### src/rtl/rope_segment_core.sv
// One segment of a token-scheduled rope: NODE_CONTAINS nodes relaxed one at a time toward their neighbours.
// Optional macro ROPE_TRACE_EN prints per-edge token and node state; behaviour is identical without it.
module rope_segment_core #(
    parameter int NODE_CONTAINS = 5,
    parameter int CORE_ID       = 1,
    parameter int SPACING       = 16
) (
    input  logic                         clk,
    input  logic                         reset,
    input  logic signed [31:0]           prev_core_last_x,
    input  logic signed [31:0]           prev_core_last_y,
    input  logic signed [31:0]           next_core_first_x,
    input  logic signed [31:0]           next_core_first_y,
    input  logic signed [31:0]           x_mouse,
    input  logic signed [31:0]           y_mouse,
    output logic [NODE_CONTAINS*32-1:0]  pos_x,
    output logic [NODE_CONTAINS*32-1:0]  pos_y,
    output logic [2*NODE_CONTAINS-1:0]   control_signal
);

    localparam int TW = 2 * NODE_CONTAINS;

    logic [TW-1:0] token;

    // Weighted average (p + 2c + n) / 4 with floor rounding; 34 bits keeps the sum exact.
    function automatic logic signed [31:0] constrain(
        input logic signed [31:0] p,
        input logic signed [31:0] c,
        input logic signed [31:0] n
    );
        logic signed [33:0] sum;
        logic signed [33:0] shifted;
        sum     = $signed({{2{p[31]}}, p}) + $signed({c[31], c, 1'b0}) + $signed({{2{n[31]}}, n});
        shifted = sum >>> 2;
        return shifted[31:0];
    endfunction

    // NOTE: all state uses non-blocking assignments so every node sees neighbour values from before the edge.
    always_ff @(posedge clk or posedge reset) begin
        if (reset) begin
            token <= TW'(1);
        end else begin
            token <= {token[TW-2:0], token[TW-1]};
        end
    end

    assign control_signal = token;

    for (genvar i = 0; i < NODE_CONTAINS; i++) begin : g_node
        localparam logic signed [31:0] RESET_X = 32'(((CORE_ID - 1) * NODE_CONTAINS + i) * SPACING);
        localparam bit HEAD = (i == 0) && (CORE_ID == 1);

        logic signed [31:0] x;
        logic signed [31:0] y;
        logic signed [31:0] px;
        logic signed [31:0] py;
        logic signed [31:0] nx;
        logic signed [31:0] ny;
        logic signed [31:0] relax_x;
        logic signed [31:0] relax_y;

        if (i == 0) begin : g_first
            assign px = prev_core_last_x;
            assign py = prev_core_last_y;
        end else begin : g_inner_prev
            assign px = pos_x[32*(i-1) +: 32];
            assign py = pos_y[32*(i-1) +: 32];
        end

        if (i == NODE_CONTAINS - 1) begin : g_last
            assign nx = next_core_first_x;
            assign ny = next_core_first_y;
        end else begin : g_inner_next
            assign nx = pos_x[32*(i+1) +: 32];
            assign ny = pos_y[32*(i+1) +: 32];
        end

        // The mouse-anchored head node is never pulled by its neighbours.
        assign relax_x = HEAD ? x : constrain(px, x, nx);
        assign relax_y = HEAD ? y : constrain(py, y, ny);

        always_ff @(posedge clk or posedge reset) begin
            if (reset) begin
                x <= RESET_X;
                y <= '0;
            end else if (token[i]) begin
                x <= relax_x;
                y <= relax_y;
            end else if (HEAD && token[i+NODE_CONTAINS]) begin
                x <= x_mouse;
                y <= y_mouse;
            end
        end

        assign pos_x[32*i +: 32] = x;
        assign pos_y[32*i +: 32] = y;

`ifdef ROPE_TRACE_EN
        always @(posedge clk) begin
            if (!reset) begin
                $display("  node %0d cur=(%h,%h) new=(%h,%h)", i, x, y, relax_x, relax_y);
            end
        end
`endif
    end

`ifdef ROPE_TRACE_EN
    always @(posedge clk) begin
        if (!reset) begin
            $display("rope core %0d token=%h", CORE_ID, token);
        end
    end
`else
    // Tracing compiled out; no simulation output.
`endif

endmodule

### config.mk
export PLATFORM = sky130hd
export DESIGN_NAME = rope_segment_core
export DESIGN_NICKNAME = d
export VERILOG_FILES = /design/src/rtl/rope_segment_core.sv
export SDC_FILE = /design/constraint.sdc
export NUM_CORES = 2
export LEC_CHECK = 0
export CORE_MARGIN = 4
export CORE_UTILIZATION = 55
export DETAILED_ROUTE_END_ITERATION = 8
export GPL_TIMING_DRIVEN = 1
export HOLD_SLACK_MARGIN = 0.1
export PLACE_DENSITY = 0.85
export REMOVE_ABC_BUFFERS = 1
export SETUP_SLACK_MARGIN = 0.5
export SLEW_MARGIN = 20
export SYNTH_ARGS = -nofsm -noshare
export SYNTH_HDL_FRONTEND = slang
export SYNTH_SLANG_ARGS = --single-unit
export TNS_END_PERCENT = 30
### constraint.sdc
create_clock -name clk -period 13.5 [get_ports clk]
set_input_delay 2.7 -clock clk [delete_from_list [all_inputs] [get_ports clk]]
set_output_delay 2.7 -clock clk [all_outputs]
set_load 0.01 [all_outputs]
# After elaboration in Yosys (flattened, before gate mapping)
# Cells that the tools add are included.
dict set report totals {
  ff_bits 330
  out_inout_bits 330
}
dict set report op_classes {
  addsub 16
  bitwise 1
  n_reduce_logical 1
}
# cell count
set ops {}
lappend ops {{$add A32 B33 Y34} 8}
lappend ops {{$add A34 B32 Y34} 8}
lappend ops {{$reduce_and A2 Y1} 1}
lappend ops {{$not A1 Y1} 1}

# Depth between registers and ports, before layout
dict set report depth {
  word_depth 2
  mapped_depth 14
  ltp_nobuf 14
}

# Least setup slack after synthesis
# No wires, ideal clock.
dict set report synth_path {
  kind {input to register}
  from {input port next_core_first_x[1]}
  to {register g_node[4].x[27]}
  setup_ps 124
  t_arrival_ps 5940
  required_time_ps 13376
  setup_slack_ps 7436
  cell_stages 14
  path_buffers 0
  path_cell_list {inv_1 > fa_1 > nor2_1 > fa_1 > a21o_1 > a31o_2 > a2111oi_4 > nor4_4 > o2111ai_2 > nand2_2 > a311oi_4 > o31ai_2 > mux2i_1 > a211o_1}
}
dict set report synth_between {
  elab_chain_len 1
}
# item line
set synth_rtl {}
lappend synth_rtl {{start: declaration} 12} ;# input logic signed [31:0] next_core_first_x,
lappend synth_rtl {{$add A34 B32 Y34} 33} ;# sum = $signed({{2{p[31]}}, p}) + $signed({c[31], c, 1'b0}) + $signed({{2{n[31]}}, n});
lappend synth_rtl {{end signal: assignment} 87} ;# x <= relax_x;
lappend synth_rtl {{end signal: assignment} 90} ;# x <= x_mouse;
lappend synth_rtl {{end: declaration} 53} ;# logic signed [31:0] x;
# No other way between the ends.
# A chain may end at the register's enable or synchronous reset.

# Worst setup path after layout
# Same ends and word-level chain as after synthesis.

==> run_results.csv <==
group,metric,value,unit
placed_design,place.gp.congestion,0.962,
floorplanning,die_w,240,µm
final_layout,layout.area.seq,8280,µm²
run,maxCapViolCount,0,
final_layout,final_cells,3938,
clock_network,ctsHoldBuffers,0,
grt,antenna_found_initial,7,
yosys,ys_top_cells_by_count,"dfrtp_1, fa_1, a21oi_1, ha_1, mux2_2",
yosys,synth_top_family_by_area,"adder cells",
clock_network,clkSinkCount,330,
drt,wl_per_cell,21.4,µm
critical_path,worstReg2RegStart,"g_node[1].ny[3]$_DFFE_PP0P_",
drt,wirelength,84100,µm
drt,vias,24400,
yosys,yosysWarnings,0,
critical_path,max_stage_delay,0.56,ns
sta,min_period,6.45,ns
yosys,synth_most_common_cell,"dfrtp_1",
sta,finalSetupTns,0,ns
yosys,synthAdderAreaFrac,28.3,%
power_and_ir_drop,p_leak,18.3,nW
yosys,synth_compound_area_share,16.5,%
placed_design,io_buffers,459,
critical_path,cp_common_cell,"fa_1",
grt,grt_max_degree,159,
floorplanning,die_area,57600,µm²
final_layout,multi_input_area,20700,µm²
sta,finalSetupViolCount,0,
yosys,yosys.area.top_type,"dfrtp_1",
clock_network,post_cts_resized,0,
critical_path,startpoint,"next_core_first_x[1]",
yosys,synth-seq-cells,330,
yosys,muxShareOfSynthArea,9.51,%
final_layout,area_growth,22.8,%
clock_network,cts_setup_buffers,0,
critical_path,crit_chain,"clkdlybuf4s50_1 -> inv_1 -> fa_1 -> nor2_1 -> fa_1 -> a21o_1 -> a31o_2 -> a2111oi_4 -> nor4_4 -> o2111ai_2 -> nand2_2 -> a311oi_4 -> o31ai_2 -> mux2i_1 -> a211o_1",
yosys,synthFlopType,"dfrtp_1",
placed_design,dp.final_hpwl,65200,µm
clock_network,clock-root-buffer,"clkbuf_16",
sta,rsz0062_at_grt,"no",
clock_network,cts_buffer_depth,3,
critical_path,crit_type,"input port to flip-flop",
sta,finalHoldViolCount,0,
yosys,synth_xor_area_share,6.62,%
critical_path,cp.arrival,6.89,ns
final_layout,finish.utilization,68.6,%
yosys,synth_top_area_share,27.4,%
clock_network,clk_latency,0.56,ns
yosys,synthSimpleGateAreaFrac,9.05,%
clock_network,cts_htree_levels,2,
hold_path,min-delay-start,"control_signal[7]$_DFF_PP0_",
final_layout,final_area,36400,µm²
drt,ant_nets,0,
yosys,netlist_area,29600,µm²
floorplanning,rows,84,
drt,drc,0,
floorplanning,pin_count,524,
final_layout,nets,3918,
sta,worst_slew_margin_rel,34.2,%
drt,dr.first_iter.drc_count,1997,
critical_path,cp_max_fo,3,
final_layout,drive_gt1_share,11.5,%
clock_network,cts_tree,"yes",
sta,finClkSkew,0.0268,ns
critical_path,cpMaxStageDelayCell,"fa_1",
floorplanning,die_y,240,µm
yosys,yosysUniqueCellTypes,90,
sta,finalCritPeriodShare,47.8,%
floorplanning,core,53000,µm²
grt,grt_pass1_wl,134000,µm
outcome,outcome,"finished, final reports clean",
grt,grt_overflow,0,
drt,post_drt_via_cell_ratio,6.21,
yosys,async_reset_ff_share,100,%
placed_design,dp.cells,3857,
critical_path,crit_required,13.94,ns
power_and_ir_drop,power.density,63.7,nW/µm²
grt,grt_pass1_vias,24700,
sta,fmax,155,MHz
placed_design,placed_cell_area,34900,µm²
yosys,synth-seq-area-share,27.9,%
critical_path,critPathLaunchType,"input port",
drt,drt-pass1-iter-count,7,
critical_path,endpoint_kind,"flip-flop",
yosys,synth_cells,2774,
sta,final_max_slew_viol_count,0,
grt,grt.total_usage,28.9,%
hold_path,hold_path.class,"flip-flop to flip-flop",
clock_network,numCtsBuffers,41,
yosys,syn_area_per_cell,10.7,µm²
yosys,synth_top_cells_by_area,"dfrtp_1, fa_1, ha_1",
floorplanning,start_util,55.9,%
clock_network,clk_pin_slew,0.06,ns
final_layout,num-fill-cells,3868,
critical_path,path_buf_inv,2,
sta,tightest_slew,0.987,ns
yosys,synth_edf_count,0,
critical_path,crit_family,"compound AO/OA/AOI/OAI gates",
power_and_ir_drop,irDropWorstVdd,0.0000783,V
power by group:
part                 switching, W  leakage (nW)  internal [W]
clock                    0.000453         0.700      0.000741
sequential     0.0000000000000297          4.50      0.000989
combinational           0.0000693          13.1     0.0000648
total                    0.000522          18.3       0.00180
routing by layer:
| layer | global-route usage, % | up-vias | part of all wire [%] |
|---|---|---|---|
| li1 | - | 11000 | - |
| met1 | 40.2 | 12200 | 43 |
| met2 | 46.6 | 1069 | 47 |
| met3 | 4.54 | 195 | 7.5 |
| met4 | 10.1 | 2 | 3.4 |
| met5 | 0 | - | 0.014 |
area by class of cell:
cell class | instances | area share, %
multi-input cells | 2276 | 57.0
clock inverters | 13 | 0.668
repair buffers | 468 | 12.9
clock buffers | 60 | 3.27
flip-flops and latches | 330 | 22.8
well taps | 688 | 2.37
inverters | 95 | 1.00
diodes | 8 | 0.0551
state kept, by name, indices dropped and copies added (netlist names):
register	count
g_node.nx	128
g_node.relax_x	32
g_node.relax_y	32
g_node.ny	128
control_signal	10
worst register-to-register path, delay by kind of cell (launching register included):
family,cells,cell delay [ns]
XOR/XNOR,1,0.16
flip-flops,1,0.53
AO/OA/AOI/OAI,7,2.08
AND/OR/NAND/NOR,1,0.39
multiplexers,1,0.26
adder cells (fa/ha/maj),2,0.82
metrics by stage:
stage,total power [W],hold slack (ns),setup slack [ns]
after global routing,0.00239,0.395,6.72
after CTS,0.00234,0.387,7.12
after detailed placement,0.00114,0.368,6.54
after global placement,0.00114,0.365,6.59
after floorplan,0.00108,0.414,1.67
final,0.00232,0.383,7.05
worst paths after layout:
| path | slack [ns] | cells past startpoint | to |
|---|---|---|---|
| setup / recovery | 7.05 | 15 | g_node[3].nx[27]$_DFFE_PP0P_ |
| hold / removal | 0.38 | 0 | control_signal[8]$_DFF_PP0_ |
| setup reg to reg | 9.18 | 12 | g_node[0].ny[30]$_DFFE_PP0P_ |
| hold reg to reg | 0.38 | 0 | control_signal[8]$_DFF_PP0_ |
| max in group asynchronous | 9.34 | 3 | g_node[1].ny[5]$_DFFE_PP0P_ |
| min in group asynchronous | 2.72 | 2 | control_signal[1]$_DFF_PP0_ |
kinds of logic after synthesis:
group,count (synthesis)
XOR/XNOR,224
AND/OR/NAND/NOR,542
adder cells (fa/ha/maj),512
buffers and inverters,168
AO/OA/AOI/OAI,747
flip-flops,330
multiplexers,251
cells in the final DEF, fill, tap and decap left out, types with 33 or more instances in the layout:
master	n
clkdlybuf4s50_1	459
a21oi_1	248
xnor2_1	158
dfrtp_1	320
xor2_1	66
ha_1	248
nor3_1	34
mux2_2	244
inv_1	94
nor2_1	117
nand3_1	63
o21ai_0	121
clkbuf_16	41
a21o_1	121
a31oi_1	37
nand2_1	148
fa_1	264
and3_1	33
No activity file was read; power rests on OpenSTA's default activity.
